File: src/rtl/neuron_accumulator.sv
// rtl/neuron_accumulator.sv - exact sign-magnitude product accumulator with bias, optional ReLU and saturation
module neuron_accumulator #(
   parameter int n         = 32,
   parameter int intbits   = 12,
   parameter int fracbits  = 20,
   parameter int MAX_TERMS = 16,
   parameter int RELU      = 0
) (
   input  logic         clk,
   input  logic         rst_n,
   input  logic         in_valid,
   output logic         in_ready,
   input  logic [n-1:0] in_product,
   input  logic         in_ovf,
   input  logic         in_last,
   input  logic [n-1:0] bias,
   output logic         out_valid,
   input  logic         out_ready,
   output logic [n-1:0] out_result,
   output logic         out_ovf
);
   localparam int G    = $clog2(MAX_TERMS + 1);
   localparam int ACCW = n + G + 1;

   // The Q split only documents the format; the datapath never looks at it.
   if (intbits + fracbits != n) begin : g_q_format_non_canonical
   end

   typedef enum logic [1:0] {ACCUM, BIAS, DONE} state_t;

   state_t                 state;
   logic signed [ACCW-1:0] acc;
   logic [G-1:0]           count;
   logic                   sticky;

   logic                   accept;
   logic signed [ACCW-1:0] biased_sum;
   logic signed [ACCW-1:0] abs_sum;
   logic                   sum_neg;
   logic                   too_big;
   logic [n-1:0]           res_word;
   logic                   res_ovf;

   function automatic logic signed [ACCW-1:0] conv(input logic [n-1:0] x);
      logic signed [ACCW-1:0] mag;
      mag = $signed({{(G + 2){1'b0}}, x[n-2:0]});
      return x[n-1] ? -mag : mag;
   endfunction

   assign accept = in_valid & in_ready;

   always_comb begin
      biased_sum = acc + conv(bias);
      sum_neg    = biased_sum[ACCW-1];
      abs_sum    = sum_neg ? -biased_sum : biased_sum;
      too_big    = |abs_sum[ACCW-1:n-1];
      res_word   = '0;
      res_ovf    = sticky;
      if (RELU != 0 && sum_neg) begin
         res_word = '0;
      end else if (too_big) begin
         res_word = {sum_neg, {(n - 1){1'b1}}};
         res_ovf  = 1'b1;
      end else begin
         res_word = {sum_neg, abs_sum[n-2:0]};
      end
   end

   always_ff @(posedge clk or negedge rst_n) begin
      if (!rst_n) begin
         state      <= ACCUM;
         acc        <= '0;
         count      <= '0;
         sticky     <= 1'b0;
         in_ready   <= 1'b0;
         out_valid  <= 1'b0;
         out_result <= '0;
         out_ovf    <= 1'b0;
      end else begin
         case (state)
            ACCUM: begin
               in_ready <= 1'b1;
               if (accept) begin
                  acc <= acc + conv(in_product);
                  // Past MAX_TERMS the guard bits no longer cover the sum, so flag it.
                  if (count == G'(MAX_TERMS)) begin
                     sticky <= 1'b1;
                  end else begin
                     count  <= count + 1'b1;
                     sticky <= sticky | in_ovf;
                  end
                  if (in_last) begin
                     in_ready <= 1'b0;
                     state    <= BIAS;
                  end
               end
            end
            BIAS: begin
               acc        <= biased_sum;
               out_result <= res_word;
               out_ovf    <= res_ovf;
               out_valid  <= 1'b1;
               state      <= DONE;
            end
            DONE: begin
               if (out_ready) begin
                  acc       <= '0;
                  count     <= '0;
                  sticky    <= 1'b0;
                  out_valid <= 1'b0;
                  in_ready  <= 1'b1;
                  state     <= ACCUM;
               end
            end
            default: begin
               state <= ACCUM;
            end
         endcase
      end
   end
endmodule

File: config.mk
export PLATFORM = sky130hd
export DESIGN_NAME = neuron_accumulator
export DESIGN_NICKNAME = d
export VERILOG_FILES = /design/src/rtl/neuron_accumulator.sv
export SDC_FILE = /design/constraint.sdc
export NUM_CORES = 1
export LEC_CHECK = 0
export CORE_MARGIN = 2
export CORE_UTILIZATION = 50
export DETAILED_ROUTE_END_ITERATION = 10
export PLACE_DENSITY_LB_ADDON = 0.2
export SLEW_MARGIN = 10
export SYNTH_ARGS = -nofsm -noshare
export SYNTH_HDL_FRONTEND = slang
export SYNTH_SLANG_ARGS = --single-unit
File: constraint.sdc
create_clock -name clk -period 5 [get_ports clk]
set_input_delay 1 -clock clk [delete_from_list [all_inputs] [get_ports clk]]
set_output_delay 1 -clock clk [all_outputs]
set_load 0.01 [all_outputs]
==> key figures <==
Clocking
  – H-tree levels: 3
  – Clk sinks: 81
  – Clock Latency Late Sink: approximately 0.36 ns
  – CTS Buf Count: 9
  – Cts hold-fix bufs: 0
  – Clk buf depth: 2
  – Clock tree from TritonCTS: done
  – Root buffer cell: clkbuf_16
  – Clock transition at the registers of the reported paths: 0.06 ns

STA
  – Worst hold slack: 0.543 ns
  – Clock Skew: roughly 0.0076 ns
  – Crit path time final: slightly below 7 ns
  – Relative slew slack: 0.316
  – TNS Setup: -69.85 ns
  – Final WS setup: -1.87 ns
  – Final worst-path cycle share: 1.37
  – Slew Viols, Final: 0
  – Fin. Hold Viols: 0
  – Worst slew pin tran: just over 1 ns
  – Setup-failing EPs final: 50
  – Max Fclk: approximately 150 MHz
  – Unrepaired setup endpoints after global routing: true

Logic synthesis
  – Synth Flop Type: dfrtp_1
  – Synthesized area per cell: 7.61 um^2
  – Mapped cell area: roughly 10000 um^2
  – Seq/Total Area, Yosys: 0.202
  – Synthesized Nets: around 1500
  – Ys async rst share: 1.00
  – Post-synth cell types: around 90
  – Synth top area share: 0.202
  – Post-synth EDFFs: 0
  – Synth Instances: roughly 1300
  – Synthesis Warnings: 0
  – Synth area leader: dfrtp_1
  – Area contributors post-synth: dfrtp_1, ha_1, xnor2_1, a21oi_1, o21ai_0
  – #FFs+latches synth: just over 80

Placement
  – Post-detail-place hpwl: between 20000 and 30000 um
  – Port bufs: roughly 100
  – DP Cell Count: a little over 2000
  – Dpl cell area: between 10000 and 15000 um^2
  – GPL Wtd Cong: just under 1
  – Pre-CTS setup slack: -2.32 ns

Setup path
  – CP cell instances: buf_6 -> or4_4 -> or4b_4 -> or3_4 -> or3_4 -> or2_4 -> o21ai_4 -> xnor2_4 -> ha_4 -> a2111oi_4 -> o21ai_2 -> a221oi_2 -> o41ai_4 -> buf_4 -> nor2_4 -> xnor2_4 -> or4b_4 -> nor4_4 -> a211oi_1 -> a311o_1 -> nor3_4 -> buf_12 -> clkbuf_16 -> a31oi_1
  – Maximum fanout along the worst path: 8
  – Worst path top cell family by delay: simple AND/OR/NAND/NOR gates
  – Arr. time, crit path: 7.09 ns
  – CP Launch Type: input pin
  – Critical path buffer and inverter count: 4
  – Reg2Reg Depth: 20
  – Setup crit end kind: register
  – Crit-path slowest cell: or4b_4
  – Required time of the critical path: between 5 and 6 ns
  – CP max stage delay: approximately 0.55 ns
  – Worst path depth: 24
  – Critical path type: in2reg

Drt
  – Max Used Layer: met4
  – Total wire length: about 40000 um
  – Via Count: 12900
  – Iteration-0 DRC count of the detailed router: about 1400
  – Met1 wire length: ~16000 um
  – Routed met3 length: ~3300 um
  – Post-route ant nets: 0
  – Drt first pass iters: 6
  – Number of remaining DRC errors: 0
  – Met2 wirelength from detailed routing: just under 20000 um
  – Avg WL per Cell: about 19 um
  – DR vias/cell: about 6

Power
  – Pwr dens: approximately 760 nW/um^2
  – Maximum VDD drop: 0.346 mV
  – P_leak: between 7 and 8 nW
  – Tot Pwr: around 13 mW

Cells and area
  – Finished Core Util: 0.843
  – Layout cell share with drive strength beyond 1: 0.366
  – Final Cell Area: 16500 um^2
  – Most common cell after layout, fill and taps aside: buf_4
  – # diodes: 0
  – Final Non-Filler Cells: ~2100
  – Most frequent cells in the layout: buf_4, nor2_1, nand2_1, a21oi_1, clkdlybuf4s50_1
  – Number of fill cells: 1171
  – Nets: roughly 2000
  – Area Overhead vs Synth: 64.6%

Floorplan
  – Die Width: around 150 um
  – Initial Util: 0.512
  – IO Pins: ~110
  – Core Rows: just over 50
  – Chip height: 146 um
  – Total die area: between 20000 and 25000 um^2
  – Core Area: roughly 20000 um^2

Global route
  – Global-route wire length before repair: 57000 um
  – Pin count of the biggest net entering global routing: between 80 and 90
  – GRT Overall Usage: 0.326
  – Vias in the first global route: between 10000 and 15000
  – Antenna violations before repair: 0
  – Global route overflow: 0

Min path
  – Worst hold stages: 2
  – HP Class: reg2reg

Outcome
  – Failing checks: negative setup slack
  – Status: finished with violations

Flow run
  – MaxCap Viol Count: 0
[metal layers]
layer / global-route usage / vias to the layer above
met2: 0.553 / 603
met1: 0.436 / 6154
met4: 0.0917 / 0
met3: 0.0464 / 136
li1: - / 5966
met5: 0 / -
[cells in the mapped netlist, drive strengths merged, types with 17 or more instances]
library cell / instances
a31oi: 41
a21o: 34
dfrtp: 81
xnor2: 102
inv: 40
or3: 20
nor3: 29
clkbuf: 43
xor2: 46
a21oi: 119
o21ai: 101
o31ai: 27
nand2: 119
nand3: 27
o21a: 17
o21bai: 20
ha: 83
nor2: 130
buf: 17
[final timing paths]
| check | endpoint | slack [ns] | startpoint |
|---|---|---|---|
| min in group asynchronous | out_result[3] | 0.82 | rst_n |
| max reg2reg | out_result[19] | 0.35 | acc[1] |
| min | count[4] | 0.54 | count[4] |
| max in group asynchronous | acc[27] | 3.52 | rst_n |
| max | out_result[13] | -1.87 | bias[7] |
| min reg2reg | count[4] | 0.54 | count[4] |
[tightest hold or removal path: stages, from the launching register on]
cell	delay, ns
dfrtp_1	0.36
xor2_1	0.07
nor2_1	0.07
[where the power goes]
| group | total, mW | switching, mW | internal [mW] |
|---|---|---|---|
| Clock | 0.677 | 0.268 | 0.409 |
| Combinational | 10.6 | 5.40 | 5.21 |
| Sequential | 1.22 | 0.297 | 0.922 |
| Total | 12.5 | 5.97 | 6.55 |
[state kept, by name, indices dropped and copies added, names as in the netlist]
| signal | count |
|---|---|
| out_result | 32 |
| out_valid | 1 |
| in_ready | 1 |
| out_ovf | 1 |
| acc | 38 |
| count | 5 |
| state | 2 |
| sticky | 1 |
[cell families (layout without fill, tap and decap cells)]
logic type | count (synthesis) | after routing | share of synthesized area
compound gates | 462 | 462 | 0.300
xor+xnor | 148 | 148 | 0.130
fa+ha+maj | 85 | 85 | 0.108
buf+inv | 100 | 643 | 0.0407
flops | 81 | 81 | 0.202
mux | 4 | 4 | 0.00399
simple gates | 438 | 438 | 0.216
[repair_timing]
item                                    in CTS  in global routing
setup buffers                               27                 29
hold endpoints to repair                     0                  0
gates resized for setup                    145                117
pin swaps                                   92                 94
endpoints found under the setup margin      51                 55
cloned                                       4                  2
[layout make-up]
type                    instances  area (um^2)  area share
flip-flops and latches         81         2030       0.123
well taps                     265          332      0.0201
multi-input cells            1137         8700       0.527
clock buffers                  12          256      0.0155
repair buffers                588         5010       0.303
clock inverters                 3         40.0     0.00242
inverters                      40          150     0.00909
(Power assumes the default switching activity.)
